==> src/rtl/accum_seq_pkg.sv <==
// +-----------------------------------------------------------------------+
// | accum_seq_pkg                                                         |
// | Shared state encoding and limits for the accumulate/count sequencer.  |
// | Rev 1.0                                                               |
// +-----------------------------------------------------------------------+
`default_nettype none

package accum_seq_pkg;

  localparam int NS_MAX = 16;

  typedef enum logic [2:0] {
    S_IDLE  = 3'd0,
    S_CLEAR = 3'd1,
    S_ACCUM = 3'd2,
    S_DONE  = 3'd3,
    S_ERR   = 3'd4
  } state_t;

endpackage

`default_nettype wire

==> src/rtl/accum_stall_timer.sv <==
// +-----------------------------------------------------------------------+
// | accum_stall_timer                                                     |
// | Counts consecutive non-accept ACCUM cycles; flags the final one.      |
// | Rev 1.0                                                               |
// +-----------------------------------------------------------------------+
`default_nettype none

module accum_stall_timer #(
  parameter int TIMEOUT_CYC = 8
) (
  input  logic clk,
  input  logic rst,
  input  logic clear,
  input  logic inc,
  output logic term
);

  localparam int c_TW = $clog2(TIMEOUT_CYC + 1);
  localparam logic [c_TW-1:0] c_LAST = c_TW'(TIMEOUT_CYC - 1);

  logic [c_TW-1:0] r_cnt;

  always_ff @(posedge clk) begin
    if (rst || clear) begin
      r_cnt <= '0;
    end else if (inc) begin
      r_cnt <= r_cnt + 1'b1;
    end
  end

  // Asserted in the stall cycle that makes the count reach TIMEOUT_CYC.
  assign term = inc && (r_cnt == c_LAST);

endmodule

`default_nettype wire

==> src/rtl/accum_seq_ctrl.sv <==
// +-----------------------------------------------------------------------+
// | accum_seq_ctrl                                                        |
// | Run sequencer for the accumulator/count datapath (CLEAR, NUM_SAMPLES  |
// | beats, DONE). Optional stall timeout under macro ACCUM_TIMEOUT_EN.    |
// | Rev 1.0                                                               |
// +-----------------------------------------------------------------------+
`default_nettype none

module accum_seq_ctrl
  import accum_seq_pkg::*;
#(
  parameter int NUM_SAMPLES = 4,
  parameter int CNT_W       = 4,
  parameter int TIMEOUT_CYC = 8
) (
  input  logic             clk,
  input  logic             rst,
  input  logic             start,
  input  logic             abort,
  input  logic             in_valid,
  output logic             in_ready,
  input  logic [CNT_W-1:0] cnt_q,
  output logic             clr,
  output logic             adder_en,
  output logic             cnt_en,
  output logic             busy,
  output logic             done,
  output logic             err
);

  if ((NUM_SAMPLES < 1) || (NUM_SAMPLES > NS_MAX)) begin : g_bad_ns
    $error("accum_seq_ctrl: NUM_SAMPLES must be 1..%0d", NS_MAX);
  end
  if ((NUM_SAMPLES - 1) >= (1 << CNT_W)) begin : g_bad_cnt_w
    $error("accum_seq_ctrl: CNT_W too narrow for NUM_SAMPLES");
  end
  if (TIMEOUT_CYC < 1) begin : g_bad_timeout
    $error("accum_seq_ctrl: TIMEOUT_CYC must be >= 1");
  end

  localparam logic [CNT_W-1:0] c_LAST = CNT_W'(NUM_SAMPLES - 1);

  state_t r_state;
  state_t w_next;
  logic   w_accept;
  logic   w_stall_term;

  assign in_ready = (r_state == S_ACCUM) && !abort;
  assign w_accept = in_valid && in_ready;
  assign busy     = (r_state == S_CLEAR) || (r_state == S_ACCUM);
  assign done     = (r_state == S_DONE) && !abort;

`ifdef ACCUM_TIMEOUT_EN
  logic w_tmr_clr;
  logic w_tmr_inc;

  // Held clear outside ACCUM, so every entry into ACCUM starts from zero.
  assign w_tmr_clr = (r_state != S_ACCUM) || w_accept;
  assign w_tmr_inc = (r_state == S_ACCUM) && !w_accept && !abort;

  accum_stall_timer #(
    .TIMEOUT_CYC (TIMEOUT_CYC)
  ) u_stall_timer (
    .clk   (clk),
    .rst   (rst),
    .clear (w_tmr_clr),
    .inc   (w_tmr_inc),
    .term  (w_stall_term)
  );

  assign err = (r_state == S_ERR);
`else
  assign w_stall_term = 1'b0;
  assign err          = 1'b0;
`endif

  always_ff @(posedge clk) begin
    if (rst) begin
      r_state <= S_IDLE;
    end else begin
      r_state <= w_next;
    end
  end

  always_comb begin
    w_next   = r_state;
    clr      = 1'b0;
    adder_en = 1'b0;
    cnt_en   = 1'b0;
    case (r_state)
      S_IDLE: begin
        if (start) w_next = S_CLEAR;
      end
      S_CLEAR: begin
        clr      = 1'b1;
        adder_en = 1'b1;
        cnt_en   = 1'b1;
        w_next   = S_ACCUM;
      end
      S_ACCUM: begin
        if (w_accept) begin
          adder_en = 1'b1;
          cnt_en   = 1'b1;
          if (cnt_q == c_LAST) w_next = S_DONE;
        end else if (w_stall_term) begin
          w_next = S_ERR;
        end
      end
      S_DONE: begin
        w_next = start ? S_CLEAR : S_IDLE;
      end
`ifdef ACCUM_TIMEOUT_EN
      S_ERR: begin
        if (start) w_next = S_CLEAR;
      end
`endif
      default: begin
        w_next = S_IDLE;
      end
    endcase

    // Abort overrides everything, including the CLEAR-cycle enables.
    if (abort) begin
      w_next   = S_IDLE;
      clr      = 1'b0;
      adder_en = 1'b0;
      cnt_en   = 1'b0;
    end
  end

endmodule

`default_nettype wire

==> config.mk <==
export PLATFORM = sky130hd
export DESIGN_NAME = accum_seq_ctrl
export DESIGN_NICKNAME = d
export VERILOG_FILES = /design/src/rtl/accum_seq_pkg.sv /design/src/rtl/accum_stall_timer.sv /design/src/rtl/accum_seq_ctrl.sv
export SDC_FILE = /design/constraint.sdc
export NUM_CORES = 1
export LEC_CHECK = 0
export CELL_PAD_IN_SITES_DETAIL_PLACEMENT = 1
export CELL_PAD_IN_SITES_GLOBAL_PLACEMENT = 2
export CORE_UTILIZATION = 19
export DETAILED_ROUTE_END_ITERATION = 7
export HOLD_SLACK_MARGIN = 0.06
export MAX_ROUTING_LAYER = met4
export PLACE_DENSITY_LB_ADDON = 0.08
export SLEW_MARGIN = 20
export SYNTH_ARGS = -nofsm -noshare
export SYNTH_HDL_FRONTEND = slang
export SYNTH_HIERARCHICAL = 1
export SYNTH_SLANG_ARGS = --single-unit
==> constraint.sdc <==
create_clock -name clk -period 3.15 [get_ports clk]
set_input_delay 0.63 -clock clk [delete_from_list [all_inputs] [get_ports clk]]
set_output_delay 0.63 -clock clk [all_outputs]
set_load 0.005 [all_outputs]
==> results.yml <==
floorplanning:
  core-area_mm2: 0.00117
  die_height_um: 38.4
  die_area_mm2: 0.00147
  num_rows: 12
  initial_utilization_pct: 21.5
  die_w_um: 38.4
  io-pin-count: 16
global_route:
  grt_first_pass_wirelength_um: 1010
  grt_max_degree: 6
  grt_pass1_vias: 249
  met3_usage_pct: 6.98
  use_met1_pct: 10.1
  overflow: 0
  grt-busiest-layer: "met2"
  antenna_found_initial: 0
  grt_util_met2_pct: 19.1
  grt_usage_pct: 10.6
yosys:
  avgSynthCellArea_um2: 9.67
  syn_area_um2: 251
  ys_seq_elements: 2
  synthAdderAreaFrac_pct: 19.9
  synth_cells: 26
  synth_compound_area_share_pct: 15.4
  syn_nets: 39
  synthMuxAreaShare_pct: 0
  synth_top_family_by_area: "simple AND/OR/NAND/NOR gates"
  yosysTopAreaCellShare_pct: 19.9
  yosys.area_share.simple_pct: 38.3
  ys_seq_area_share_pct: 15.9
  synth_xor_xnor_area_share_pct: 0
  synth_top_area_cell: "ha_1"
  yosys_warnings: 6
  synthDistinctLibCells: 16
  synthTopCellsByArea: "ha_1 20%, dfxtp_1 16%, nand4bb_4 11%"
outcome:
  status: "complete, no violations"
clocking:
  cts-root-buf: "clkbuf_4"
  cts_buffers: 3
  cts.repair.resized: 0
  cts_sinks: 2
  clock_latency_ns: 0.23
  cts_tree: "done"
  cts.hold.buffers_added: 0
  clock_path_buffers: 2
  post_cts_buffers: 0
  cts.clk_slew.worst_paths_ns: 0.03
  htree_levels: 1
critical_path:
  crit_required_ns: 2.52
  ff2ff_setup_slack_ns: 1.68
  end_kind: "output port"
  worstSetupPathType: "primary input to output port"
  crit_fanout: 5
  critical-path-top-delay-family: "buffers and inverters"
  crit_slowest_cell: "clkdlybuf4s50_1"
  crit_buf_inv: 2
  cp_data_arrival_time_ns: 2.08
  max_stage_delay_ns: 0.52
  cp-start-kind: "primary input"
  worstPathCellList: "clkdlybuf4s50_1 > nor2b_1 > a21oi_1 > nor2b_1 > clkdlybuf4s50_1"
detailed_routing:
  drt_iter0_drc: 1
  wl_per_cell_um: 10.7
  num_vias: 236
  viasPerCell: 4.29
  totalWireLength_um: 590
  drc: 0
  ant_nets: 0
  drtPass1Iterations: 3
finish:
  final_util_pct: 35.6
  largest_reg_flops: 2
  top_register: "r_state"
  drive_above_1_share_pct: 14.6
  final_nets: 56
  layout_common_cells: "14 x clkdlybuf4s50_1, 4 x nor2b_1, 4 x ha_1"
  final_common_cell: "clkdlybuf4s50_1"
  n_antenna_cell: 0
  area_delta_synth_final_pct: 65.7
  reg_top3: "r_state (2)"
  n_fill_cell: 144
timing:
  setup_viol: 0
  setup_ws_ns: 0.435
  timing.fmax_mhz: 368
  maxSlewViolCount: 0
  finalSetupTns_ns: 0
  fin_crit_ns: 2.71
  hold_viol: 0
  hold_slack_ns: 0.511
  grt_setup_unrepaired: "false"
  fin_crit_sh_pct: 86.2
  fin_skew_ns: 0.00527
placed_design:
  port_buffers: 14
  gp_congestion: 0.620
  place_ws_ns: 0.409
power:
  leakagePower_nw: 0.160
  cellPowerDensity_mw_per_mm2: 280
  finalPower_mw: 0.117
  ir_drop_uv: 186
flow_run:
  drv_cap: 0
min_path:
  hold_path_class: "register to register"
-- through the flow --
step	std cells	cell area, um^2
2_1_floorplan	26	251
3_3_place_gp	52	394
3_5_place_dp	52	394
4_1_cts	55	417
5_1_grt	55	417
6_report	55	417
-- final cells by class --
type / instances / area, um^2 / area share (%)
inverter: 2 / 7.51 / 1.80
timing repair buffer: 14 / 140 / 33.6
sequential: 2 / 40.0 / 9.61
clock buffer: 3 / 22.5 / 5.41
multi-input combinational: 20 / 189 / 45.3
tap: 14 / 17.5 / 4.20
-- tightest hold or removal path, cell delays in order, from the launching register on --
cell and delay, ns:
dfxtp_1 0.33, nand2_1 0.07, o31ai_1 0.06
-- layer usage --
metal	routed length [um]	up-vias	share of wire (%)
li1	-	119	-
met1	227	104	38
met2	307	13	52
met3	54	0	9.2
met4	0	0	0
met5	0	-	0
-- Yosys cell counts --
cell type and count:
a211o_1 1, a21oi_1 1, buf_4 2, conb_1 1, dfxtp_1 2, ha_1 4
inv_1 2, nand2_1 1, nand4bb_4 1, nor2_1 2, nor2b_1 4, nor2b_2 1
nor4b_4 1, o211ai_1 1, o311a_1 1, o31ai_1 1
-- kinds of logic after synthesis --
| family | Yosys count |
|---|---|
| AO/OA/AOI/OAI | 5 |
| buffers and inverters | 4 |
| adder cells (fa/ha/maj) | 4 |
| other | 1 |
| AND/OR/NAND/NOR | 10 |
| flip-flops | 2 |
-- path summary, 6_finish.rpt --
kind	cells past startpoint	endpoint	startpoint
setup reg to reg	6	r_state[1]$_SDFFE_PP0P_	r_state[0]$_SDFFE_PP0P_
hold / removal	2	r_state[1]$_SDFFE_PP0P_	r_state[1]$_SDFFE_PP0P_
setup / recovery	5	adder_en	abort
hold reg to reg	2	r_state[1]$_SDFFE_PP0P_	r_state[1]$_SDFFE_PP0P_
-- power by group --
part	leakage (nW)	internal, mW	switching (mW)
registers	0.0163	0.0267	0.00138
clock network	0.0138	0.0421	0.0149
logic	0.130	0.0198	0.0119
total	0.160	0.0886	0.0282
Note: power is estimated with default switching activity, not from simulation.
==> RTL change 1: new RTL, same flow settings <==
The option `ACCUM_TIMEOUT_EN` is turned on by a define.
--- a/src/rtl/accum_seq_ctrl.sv
+++ b/src/rtl/accum_seq_ctrl.sv
@@ -7,2 +7,4 @@
 `default_nettype none
+
+`define ACCUM_TIMEOUT_EN
 
Check against the original RTL: no difference found for any inputs over 10 cycles, from zero or initial values; that may be too few to reach the edited logic, so the function may still have changed.
==> RTL change 1 against the unedited design <==
Worst hold slack gained 0.057 ns; combinational power shrank 2%; worst setup slack lost 0.21 ns; clock skew shrank 0.0034 ns; synthesized area grew 110%; sequential share of layout area grew 10 points; clock power grew 41%; design area grew 70%; routed wire length grew 120%; sequential cell count grew 5; register-to-register slack lost 0.25 ns; non-clock buffer count grew 2; power grew 74%; synthesized cell count grew 110%; highest routed layer is now met4.
==> RTL change 1: results (changes against the unedited design) <==
stage;metric;value;unit;change
run_status;status;finished clean;;unchanged
detailed_routing;maxUsedRoutingLayer;met4;;was met3
power_and_ir_drop;sequentialPowerShare;45.1;%;was 24.1%
final_layout;drive_gt1_share;16.7;%;was 14.6%
synthesis;synth_area_leaders;dfxtp_1 27%, a211oi_2 4.8%, nor4b_4 4.6%, buf_6 4.3%, nor3_1 3.9%;;was ha_1 20%, dfxtp_1 16%, nand4bb_4 11%, nor2b_1 10%, nor4b_4 9.5%
sta;worst_clock_skew;0.00192;ns;was 0.00527 ns
synthesis;yosysSeqAreaShare;27.1;%;was 15.9%
synthesis;syn_nets;65;;was 39
detailed_routing;wl_met2;619;um;was 307 um
synthesis;synthAdderAreaFrac;2.42;%;was 19.9%
detailed_routing;firstDrtPassIters;1;;was 3
sta;whs;0.567;ns;was 0.511 ns
power_and_ir_drop;netSwitchingPower;47.0;uW;was 28.2 uW
setup_path;regToRegStartpoint;r_state[2];;was r_state[0]
synthesis;synth_compound_area_share;21.3;%;was 15.4%
detailed_routing;drtIter0Drc;0;;was 1
setup_path;reg2reg_slack;1.43;ns;was 1.68 ns
cts;clock_latency;0.25;ns;was 0.23 ns
synthesis;synth_xor_area_share;1.69;%;was 0%
setup_path;crit_end;cnt_en;;was adder_en
final_layout;reg.largest.list;u_stall_timer/r_cnt x4, r_state x3;;was r_state x2
detailed_routing;dr_wl_met3;46;um;was 54 um
detailed_routing;routed_via_density;4.59;;was 4.29
global_routing;grt_max_degree;12;;was 6
placement;gp_congestion;0.614;;was 0.620
global_routing;grt_util_all_layers;10.7;%;was 10.6%
power_and_ir_drop;sw_frac_of_total;23.1;%;was 24.2%
global_routing;grt_pass1_vias;485;;was 249
==> RTL change 1: cell type report <==
class                           instances  area, um2
Sequential cell                         7        140
Multi-Input combinational cell         44        344
Clock buffer                            4       26.3
Tap cell                               30       37.5
Timing Repair Buffer                   16        158
Fill cell                             306       1810
Inverter                                1       3.75
==> RTL change 1: per-layer routing <==
layer | vias up | global-route usage (%)
met5 | - | -
met4 | 0 | 6.41
met3 | 2 | 1.94
met2 | 9 | 16.7
met1 | 221 | 12.7
li1 | 236 | -
==> RTL change 1: per-stage QoR <==
stage,cell area [um2],worst slack (ns)
6_report,709,0.226
3_3_place_gp,683,0.255
3_5_place_dp,683,0.200
2_1_floorplan,518,1.20
5_1_grt,709,0.121
4_1_cts,709,0.193
==> RTL change 1: worst max-delay path: stages <==
cell             delay, ns
clkdlybuf4s50_1       0.53
or2b_1                0.29
nor3_1                0.22
a21o_1                0.13
clkdlybuf4s50_1       0.49
==> RTL change 2: new RTL, same flow settings <==
Without the edit above. Reset style: asynchronous (`rst`), changed in one clocked block.
--- a/src/rtl/accum_seq_ctrl.sv
+++ b/src/rtl/accum_seq_ctrl.sv
@@ -76,3 +76,3 @@
 
-  always_ff @(posedge clk) begin
+  always_ff @(posedge clk or posedge rst) begin
     if (rst) begin
Formal check against the unedited RTL: differs if rst is asserted again (counterexample within 4 cycles, from zero or initial values and one cycle with rst high); with rst held inactive, the same outputs for 10 cycles.
==> RTL change 2 against the unedited design <==
Routed wire length shrank 1.5%; worst setup slack improved by 0.057 ns; sequential cell count unchanged; final cell count up 3.6%; synthesized area increased by 3.5%; design area is 2.1% higher; critical path type unchanged; largest cell class unchanged.
Power is not compared: it rests on default switching activity, and its combinational part moved more than twofold at a synthesized area within 25%.
==> RTL change 2: results (changes against the unedited design) <==
stage;metric;value;unit;change
cts;clock_latency;0.22;ns;
placement;dpl.hpwl;471;um;
setup_path;regToRegStartpoint;r_state[0];;unchanged
synthesis;synth-seq-cells;2;;unchanged
power_and_ir_drop;leakagePower;0.000177;uW;
final_layout;multi_input_area_share;43.2;%;was 45.3%
global_routing;grt_pass1_vias;237;;was 249
cts;post_cts_buffers;0;;unchanged
run_status;status;finished clean;;unchanged
setup_path;cp_max_fo;6;;was 5
detailed_routing;firstDrtPassIters;2;;was 3
power_and_ir_drop;powerClk;54.8;uW;
cts;cts_made_buffers;3;;unchanged
final_layout;reg.largest.list;r_state x2;;unchanged
global_routing;grt_util_all_layers;10.3;%;was 10.6%
final_layout;buffers;14;;unchanged
setup_path;reg2reg_slack;1.74;ns;was 1.68 ns
final_layout;area_share_nonclk_buffers;32.9;%;was 33.6%
synthesis;yosysSeqAreaShare;19.2;%;was 15.9%
detailed_routing;vias;232;;was 236
synthesis;synth_warnings;6;;unchanged
final_layout;fin_nets;58;;was 56
final_layout;antenna_cells;0;;unchanged
cts;cts.reportedPaths.clkPinSlew;0.03;ns;about the same
global_routing;grt_pass1_wl;952;um;was 1010 um
cts;clockBufferDepth;2;;unchanged
synthesis;async_reset_ff_share;100;%;was 0%
synthesis;syn_nets;41;;was 39
power_and_ir_drop;p_int;190;uW;
final_layout;inverters;3;;was 2
synthesis;synth_common_cells;4 x ha_1, 3 x inv_1, 3 x nor2b_1;;was 4 x ha_1, 4 x nor2b_1
final_layout;drive_gt1_share;18.6;%;was 14.6%
global_routing;antenna_found_initial;0;;unchanged
sta;setup_viol;0;;unchanged
placement;pre_cts_ws;0.504;ns;was 0.409 ns
final_layout;seqCellArea;50.0;um2;was 40.0 um2
hold_path;holdCritPathClass;in2async;;was reg2reg
detailed_routing;wire_per_inst;10.2;um;was 10.7 um
synthesis;synth_area_leaders;dfrtp_1 19%, ha_1 19%, a31oi_4 8.2%, nor2b_1 7.2%, buf_4 5.8%;;was ha_1 20%, dfxtp_1 16%, nand4bb_4 11%, nor2b_1 10%, nor4b_4 9.5%
cts;htreeDepth;1;;unchanged
cts;ctsResizeCount;0;;unchanged
final_layout;multi_input_gates;21;;was 20
final_layout;clockNetworkAreaShare;5.29;%;was 5.41%
setup_path;r2r_end;r_state[1];;unchanged
synthesis;ys_types;17;;was 16
final_layout;nFillCells;141;;was 144
power_and_ir_drop;ir_drop;0.276;mV;
sta;worst_clock_skew;0.000351;ns;was 0.00527 ns
global_routing;grt_max_degree;7;;was 6
placement;gp_congestion;0.702;;was 0.620
setup_path;cp.arrival;2.03;ns;was 2.08 ns
==> RTL change 2: worst max path at each step <==
| stage | cells after the start | to | slack [ns] | start |
|---|---|---|---|---|
| 3_5_place_dp | 4 | cnt_en | 0.50 | abort |
| 6_report | 4 | cnt_en | 0.49 | abort |
| 3_3_place_gp | 4 | cnt_en | 0.53 | abort |
| 2_1_floorplan | 5 | cnt_en | 1.44 | r_state[0] |
| 5_1_grt | 4 | adder_en | 0.41 | abort |
| 4_1_cts | 4 | cnt_en | 0.48 | abort |
==> RTL change 2: routing by layer <==
metal  up-vias  share of wire [%]  GRT usage (%)
met2        12                 46           15.4
met3         0                8.3           1.73
met4         0                  0           10.3
met1       102                 46           11.3
met5         -                  0              -
li1        118                  -              -
==> RTL change 2: critical path, cell delays in order <==
cell	delay, ns
clkdlybuf4s50_1	0.51
nand2b_1	0.21
nor2_1	0.15
clkdlybuf4s50_1	0.52
==> RTL change 2: kinds of logic after synthesis <==
| kind of cell | after synthesis | synth area share [%] |
|---|---|---|
| simple gates | 11 | 28.4 |
| buf+inv | 5 | 10.1 |
| compound gates | 4 | 17.8 |
| fa+ha+maj | 4 | 19.2 |
| flops | 2 | 19.2 |
| mux | 1 | 3.85 |
| other cells | 1 | 1.44 |
==> RTL change 2: through the flow <==
stage | area [um2] | total power, uW | cells | hold WS [ns] | utilization (%)
after global placement | 403 | 248 | 54 | 0.608 | 34.0
after detailed placement | 403 | 247 | 54 | 0.597 | 34.0
after floorplan | 260 | 171 | 28 | 0.371 | -
after CTS | 425 | 309 | 57 | 0.563 | 35.9
final | 425 | 300 | 57 | 0.568 | 35.9
after global routing | 425 | 330 | 57 | 0.578 | 35.9
